### src/rtl/cn_msg_gen.sv
// Check-node message generator for the min-sum LDPC decoder.
// Expands a captured {min, min2, min_idx, sign} result into D signed messages, one per handshake.
module cn_msg_gen #(
  parameter int data_w = 8,
  parameter int idx_w  = 8,
  parameter int D      = 5,
  parameter int OFFSET = 0
) (
  input  logic              clk,
  input  logic              rst,
  input  logic              in_valid,
  output logic              in_ready,
  input  logic [data_w-1:0] min,
  input  logic [data_w-1:0] min2,
  input  logic [idx_w-1:0]  min_idx,
  input  logic [D-1:0]      sign,
  output logic              out_valid,
  input  logic              out_ready,
  output logic [data_w:0]   out_msg,
  output logic [idx_w-1:0]  out_idx,
  output logic              out_last
);

  typedef enum logic {IDLE, EMIT} state_t;

  localparam logic [data_w-1:0] OFF      = data_w'(OFFSET);
  localparam logic [idx_w-1:0]  DEG      = idx_w'(D);
  localparam logic [idx_w-1:0]  LAST_IDX = idx_w'(D - 1);

  state_t                  state_q, state_d;
  logic [data_w-1:0]       min_q, min_d;
  logic [data_w-1:0]       min2_q, min2_d;
  logic [idx_w-1:0]        min_idx_q, min_idx_d;
  logic [D-1:0]            sign_q, sign_d;
  logic                    parity_q, parity_d;
  logic [idx_w-1:0]        out_idx_q, out_idx_d;
  logic signed [data_w:0]  out_msg_q, out_msg_d;
  logic                    accept;
  logic                    advance;

  // Offset correction clamps at zero instead of wrapping.
  function automatic logic [data_w-1:0] sat_sub(input logic [data_w-1:0] m);
    return (m > OFF) ? m - OFF : '0;
  endfunction

  // An out-of-range min_idx (padding for odd degree) makes every edge use min.
  function automatic logic signed [data_w:0] edge_msg(
    input logic [idx_w-1:0]  k,
    input logic [data_w-1:0] mn,
    input logic [data_w-1:0] mn2,
    input logic [idx_w-1:0]  midx,
    input logic [D-1:0]      sgn,
    input logic              par
  );
    logic [data_w-1:0] mag;
    logic [D-1:0]      sh;
    logic              neg;
    mag = ((midx < DEG) && (k == midx)) ? mn2 : mn;
    mag = sat_sub(mag);
    sh  = sgn >> k;
    neg = par ^ sh[0];
    return neg ? -$signed({1'b0, mag}) : $signed({1'b0, mag});
  endfunction

  assign out_valid = (state_q == EMIT);
  assign out_last  = out_valid && (out_idx_q == LAST_IDX);
  assign in_ready  = (state_q == IDLE) || (out_valid && out_ready && out_last);
  assign accept    = in_valid && in_ready;
  assign advance   = out_valid && out_ready;
  assign out_msg   = out_msg_q;
  assign out_idx   = out_idx_q;

  always_comb begin
    state_d   = state_q;
    min_d     = min_q;
    min2_d    = min2_q;
    min_idx_d = min_idx_q;
    sign_d    = sign_q;
    parity_d  = parity_q;
    out_idx_d = out_idx_q;
    out_msg_d = out_msg_q;
    if (accept) begin
      min_d     = min;
      min2_d    = min2;
      min_idx_d = min_idx;
      sign_d    = sign;
      parity_d  = ^sign;
      out_idx_d = '0;
      out_msg_d = edge_msg('0, min, min2, min_idx, sign, ^sign);
      state_d   = EMIT;
    end else if (advance) begin
      if (out_last) begin
        out_idx_d = '0;
        out_msg_d = '0;
        state_d   = IDLE;
      end else begin
        out_idx_d = out_idx_q + idx_w'(1);
        out_msg_d = edge_msg(out_idx_q + idx_w'(1), min_q, min2_q, min_idx_q, sign_q, parity_q);
      end
    end
  end

  always_ff @(posedge clk) begin
    if (rst) begin
      state_q   <= IDLE;
      min_q     <= '0;
      min2_q    <= '0;
      min_idx_q <= '0;
      sign_q    <= '0;
      parity_q  <= 1'b0;
      out_idx_q <= '0;
      out_msg_q <= '0;
    end else begin
      state_q   <= state_d;
      min_q     <= min_d;
      min2_q    <= min2_d;
      min_idx_q <= min_idx_d;
      sign_q    <= sign_d;
      parity_q  <= parity_d;
      out_idx_q <= out_idx_d;
      out_msg_q <= out_msg_d;
    end
  end

endmodule
### config.mk
export PLATFORM = sky130hd
export DESIGN_NAME = cn_msg_gen
export DESIGN_NICKNAME = d
export VERILOG_FILES = /design/src/rtl/cn_msg_gen.sv
export SDC_FILE = /design/constraint.sdc
export NUM_CORES = 1
export LEC_CHECK = 0
export CAP_MARGIN = 20
export CELL_PAD_IN_SITES_DETAIL_PLACEMENT = 1
export CELL_PAD_IN_SITES_GLOBAL_PLACEMENT = 1
export CORE_MARGIN = 5
export CORE_UTILIZATION = 40
export DETAILED_ROUTE_END_ITERATION = 8
export PLACE_DENSITY = 0.8
export SETUP_SLACK_MARGIN = 0.1
export SLEW_MARGIN = 20
export SYNTH_ARGS = -nofsm -noshare
export SYNTH_HDL_FRONTEND = slang
export SYNTH_SLANG_ARGS = --single-unit
### constraint.sdc
create_clock -name clk -period 4.7 [get_ports clk]
set_input_delay 0.705 -clock clk [delete_from_list [all_inputs] [get_ports clk]]
set_output_delay 0.705 -clock clk [all_outputs]
set_load 0.05 [all_outputs]
==> impl_metrics.json <==
{
  "outcome": "complete, no violations",
  "route.detailed.drc": 0,
  "n_antenna_cell": 0,
  "cpPeakStageDelay_ns": 0.55,
  "swShare": 0.344,
  "fmax_mhz": 241,
  "wl_per_cell_um": 18.5,
  "core_area_um2": 8090,
  "worst_slew_pin_slew_ns": 0.816,
  "r2r_end": "out_msg[5]$_SDFFE_PP0P_",
  "ctsRootBufferMaster": "clkbuf_8",
  "place_hpwl_mm": 8.03,
  "hold_violations": 0,
  "rrSetupSlack_ns": 0.55,
  "synth_seq_area_share": 0.292,
  "first_global_vias": 3430,
  "drt_iter0_drc": 139,
  "switchingPower_mw": 0.377,
  "relSlewSlack": 0.452,
  "drive_gt1_frac": 0.0694,
  "yosys_warnings": 0,
  "final_period_minus_worst_setup_slack_ns": 4.15,
  "p_per_area_nw_per_um2": 278,
  "rsz0062_at_grt": "no",
  "routed_via_density": 5.86,
  "io_pins": 53,
  "async_flop_share": 0,
  "htree_levels": 2,
  "dieArea_um2": 10100,
  "clk_latency_ns": 0.31,
  "ys_seq_elements": 48,
  "syn_area_um2": 3290,
  "cts_tree": "built",
  "avgSynthCellArea_um2": 7.79,
  "routed_wirelength_mm": 10.5,
  "die_width_um": 101,
  "grt_pass1_wl_mm": 17.4,
  "clock_path_buffers": 2,
  "final_area_um2": 3940,
  "synth_area_leaders": "dfxtp_1 (29%), nand2_1 (8.6%), a21oi_1 (7.0%)",
  "area_delta_synth_final_pct": 19.8,
  "power_leakage_nw": 1.44,
  "p_comb_frac": 0.290,
  "cts_sinks": 48,
  "power_frac_clock": 0.293,
  "crit_fanout": 11,
  "internal-power_mw": 0.717,
  "reg2reg_depth": 14,
  "num_vias": 3316,
  "first_pass_iters": 4,
  "num_rows": 33,
  "syn_inst": 422,
  "final_common_cell": "nand2_1",
  "worstSetupStartpoint": "out_idx[0]$_SDFFE_PP0P_",
  "worst_hold_path_type": "reg -> reg",
  "final_cell_mix": "nand2_1 (75), clkdlybuf4s50_1 (52), dfxtp_1 (48)",
  "hold_buffers": 0,
  "max_cap_violations": 0,
  "gr-total-overflow": 0,
  "critical_path_arrival_ns": 4.35,
  "cts_resized": 0,
  "end_kind": "flop",
  "timing.final.crit_share": 0.882,
  "dpl_cell_area_um2": 3810,
  "synthDistinctLibCells": 67,
  "die_h_um": 101,
  "clkTransAtPathRegs_ns": 0.10,
  "cts_setup_buffers": 0,
  "r2r-start": "out_idx[0]$_SDFFE_PP0P_",
  "port-buffer-count": 52,
  "multi_input_area_um2": 2130,
  "seqPwrFrac": 0.417,
  "slew_viol_final": 0,
  "required_ns": 4.91,
  "nets": 499,
  "setup_tns_ns": 0,
  "yosysTopAreaCellShare": 0.292,
  "antenna_found_initial": 0,
  "synth_top_cell_by_area": "dfxtp_1",
  "grt_start_max_net_pins": 44,
  "place.gp.congestion": 0.892,
  "synth_fp_nets": 461,
  "endpoint": "out_msg[5]$_SDFFE_PP0P_",
  "fillers": 1018,
  "path_class": "reg -> reg",
  "cp-start-kind": "flop",
  "skew_ns": 0.00995,
  "ys.flop_type": "dfxtp_1",
  "cp_cell_sequence": "ha_1, nand3_1, xnor2_1, or4_4, nor3_4, mux2i_1, ha_1, inv_1, nor4_1, nor2_1, nor4_1, mux2_2, o21ai_0, a31o_1",
  "setup_viol_count_final": 0,
  "initial_core_util": 0.406,
  "max-vdd-ir-drop_mv": 0.137,
  "numCtsBuffers": 5,
  "cp_slowest_cell": "or4_4",
  "track_usage": 0.213,
  "regArea_um2": 961,
  "postRouteAntennaNets": 0,
  "synth_edf_count": 0
}
-- layout make-up --
type,instances,area share
inverters,8,0.00763
clock inverters,3,0.0121
clock buffers,5,0.0175
repair buffers,58,0.143
multi-input cells,339,0.542
flip-flops and latches,48,0.244
well taps,105,0.0334
-- cells in the mapped netlist (2+ instances only) --
cell type  number
nor2_1         32
and2_1          4
clkbuf_1       16
nand2_1        75
and2_2          2
o211ai_1        3
clkbuf_2        3
o2111ai_1       4
a21oi_1        46
ha_1            6
xnor2_1        16
or3_1           4
and3_2          2
a22oi_1         3
inv_1           8
buf_6           2
and3_1          2
nand3_1        10
nand2b_1        4
a211oi_1        2
clkbuf_8        2
nor3_1         16
or4_1          10
mux2_2          4
mux2i_1        17
o21ai_0        12
nand4_1         2
xnor3_1         2
a221oi_1        2
xor2_1          8
nor4_1         11
a32oi_1         2
o21bai_1        4
o211a_1         2
nand3b_1        2
dfxtp_1        48
a31oi_1         3
nor4_2          2
-- registers in the layout, indices dropped and copies added, names as in the netlist --
name       cells
out_valid      1
out_idx        8
sign_q         5
min_idx_q      8
out_msg        9
min_q          8
min2_q         8
parity_q       1
-- critical path, delay by kind of cell (launching register included) --
family | cells | cell delay, ns
compound gates | 2 | 0.30
xor+xnor | 1 | 0.22
fa+ha+maj | 2 | 0.58
buf+inv | 1 | 0.05
flops | 1 | 0.54
mux | 2 | 0.57
simple gates | 6 | 1.78
-- layer usage --
layer  global-route usage  wire length [µm]
met4               0.0508               130
met5                    0                 0
met1                0.300              4850
met2                0.345              4860
met3               0.0298               618
-- power groups by stage --
stage | Combinational (mW) | Clock, mW | Sequential, mW
2_1_floorplan | 0.175 | 0 | 0.492
3_3_place_gp | 0.305 | 0 | 0.465
3_5_place_dp | 0.313 | 0 | 0.466
4_1_cts | 0.315 | 0.325 | 0.456
5_1_grt | 0.342 | 0.342 | 0.461
6_report | 0.317 | 0.321 | 0.456
-- how the worst min path moves through the flow --
stage,end,from,cells after the start
floorplan,sign_q[0]$_SDFFE_PP0P_,sign_q[0]$_SDFFE_PP0P_,2
global placement,sign_q[0]$_SDFFE_PP0P_,sign_q[0]$_SDFFE_PP0P_,2
detailed placement,min_idx_q[1]$_SDFFE_PP0P_,min_idx_q[1]$_SDFFE_PP0P_,2
CTS,min_idx_q[1]$_SDFFE_PP0P_,min_idx_q[1]$_SDFFE_PP0P_,2
global route,sign_q[3]$_SDFFE_PP0P_,sign_q[3]$_SDFFE_PP0P_,2
finish,sign_q[2]$_SDFFE_PP0P_,sign_q[2]$_SDFFE_PP0P_,2
-- logic make-up (layout without fill, tap and decap cells) --
group	after synthesis	count (layout)	synth area share
DFF	48	48	0.292
buffers and inverters	35	74	0.0582
adders and majority gates	6	6	0.0228
xor gates and xnor gates	26	26	0.0777
AOI/OAI and AO/OA	99	99	0.195
muxes	22	22	0.0723
and+or+nand+nor	186	186	0.282
-- per-stage QoR --
step	setup slack, ns	hold WS [ns]	instances	utilization	power [mW]
4_1_cts	0.571	0.477	565	0.486	1.10
3_5_place_dp	0.618	0.461	557	0.471	0.779
2_1_floorplan	0.548	0.433	422	-	0.667
3_3_place_gp	0.845	0.446	557	0.471	0.769
5_1_grt	0.251	0.484	566	0.486	1.15
6_report	0.554	0.475	566	0.486	1.09
(Power assumes the default switching activity.)
==> edit (same flow settings) <==
Change the parameter `D` from 5 to 6.
--- a/src/rtl/cn_msg_gen.sv
+++ b/src/rtl/cn_msg_gen.sv
@@ -4,5 +4,5 @@
   parameter int data_w = 8,
   parameter int idx_w  = 8,
-  parameter int D      = 5,
+  parameter int D      = 6,
   parameter int OFFSET = 0
 ) (
Interface: changed (resized sign); port bits go from 53 to 54. The function was not compared with the original's and may differ.
==> edit against the unedited design <==
  * Final area rose by 2.4%
  * Sequential cell count rose by 1
  * Worst setup slack got worse by 0.21 ns
  * Synthesized area rose by 0.27%
  * Synthesized cell count fell by 0.95%
  * Routed wire length fell by 2.4%
  * Power rose by 6.1%
  * Combinational power barely moved
  * Critical endpoint unchanged
  * Largest power group unchanged
  * Highest routed layer unchanged
==> edit: results (changes against the unedited design) <==
| Metric | Value |
|---|---|
| Status | `finished, final reports clean` |
| Final Wtd Congestion | `1.03 (+15%)` |
| Hold_ws | `0.480 ns (+0.00434 ns)` |
| GR Util met2 | `0.334 (-0.0111)` |
| Met3 wire length | `546 um (-12%)` |
| WL met1 | `4820 um (-0.68%)` |
| Area occupied by multi-input gates | `0.00219 mm^2 (+2.7%)` |
| Worst-margin pin slew | `0.856 ns (+0.0400 ns)` |
| Int Power | `785 uW (+9.5%)` |
| Sequential power | `469 uW (+3%)` |
| Worst R2R Path Depth | `13 (-1)` |
| Max FO, Critical Path | `8 (-3)` |
| Worst VDD drop | `0.000143 V (+4.1%)` |
| Met2 wire length | `4760 um (-2.1%)` |
| Syn nets | `458 (-0.65%)` |
| Hold path start | `sign_q[4]` |
| Clock-cell share | `0.0342 (+0.00459)` |
| Pwr per Cell Area | `288 mW/mm^2 (+3.6%)` |
| GRT Total Usage | `0.204 (-0.00952)` |
| Largest delay share family, worst path | `compound AO/OA/AOI/OAI gates` |
| Seq. cell area | `982 um^2 (+2.2%)` |
| Sequential fraction of the synthesis area | `0.298 (+0.00530)` |
| Share of cells above drive strength 1 | `0.0784 (+0.00902)` |
| FF+latch count | `49 (+2.1%)` |
| Vias in the first global route | `3218 (-6.2%)` |
| Vias per cell | `5.71 (-2.5%)` |
| Final non-filler cell area | `0.00403 mm^2 (+2.4%)` |
| Synth unique cells | `61 (-9.0%)` |
| Place WS | `0.331 ns (-0.287 ns)` |
| Non-clk buf share | `0.141 (-0.00209)` |
| Cell count after synthesis | `418 (-0.95%)` |
==> edit: cell types whose count changed after synthesis, moves of 4 or more <==
cell / delta
nor2b_1: +6
o22ai_1: +7
o21bai_1: -4
buf_2: +9
or4_1: -5
nor2_1: +8
nand3_1: -6
nor4_1: -6
==> edit: worst max-delay path by stage <==
stage | to | slack [ns] | cells after the start
floorplan | out_msg[5] | 0.70 | 13
global placement | out_msg[5] | 0.67 | 12
detailed placement | out_msg[5] | 0.33 | 12
CTS | out_msg[5] | 0.25 | 12
global route | out_msg[5] | 0.11 | 13
finish | out_msg[5] | 0.34 | 13
==> edit: logic make-up (layout without fill, tap and decap cells) <==
family | after synthesis | after routing | synth area share
DFF | 49 | 49 | 0.298
adders and majority gates | 6 | 6 | 0.0228
AOI/OAI and AO/OA | 103 | 103 | 0.224
muxes | 22 | 22 | 0.0729
buffers and inverters | 30 | 71 | 0.0380
and+or+nand+nor | 181 | 181 | 0.273
xor gates and xnor gates | 27 | 27 | 0.0718
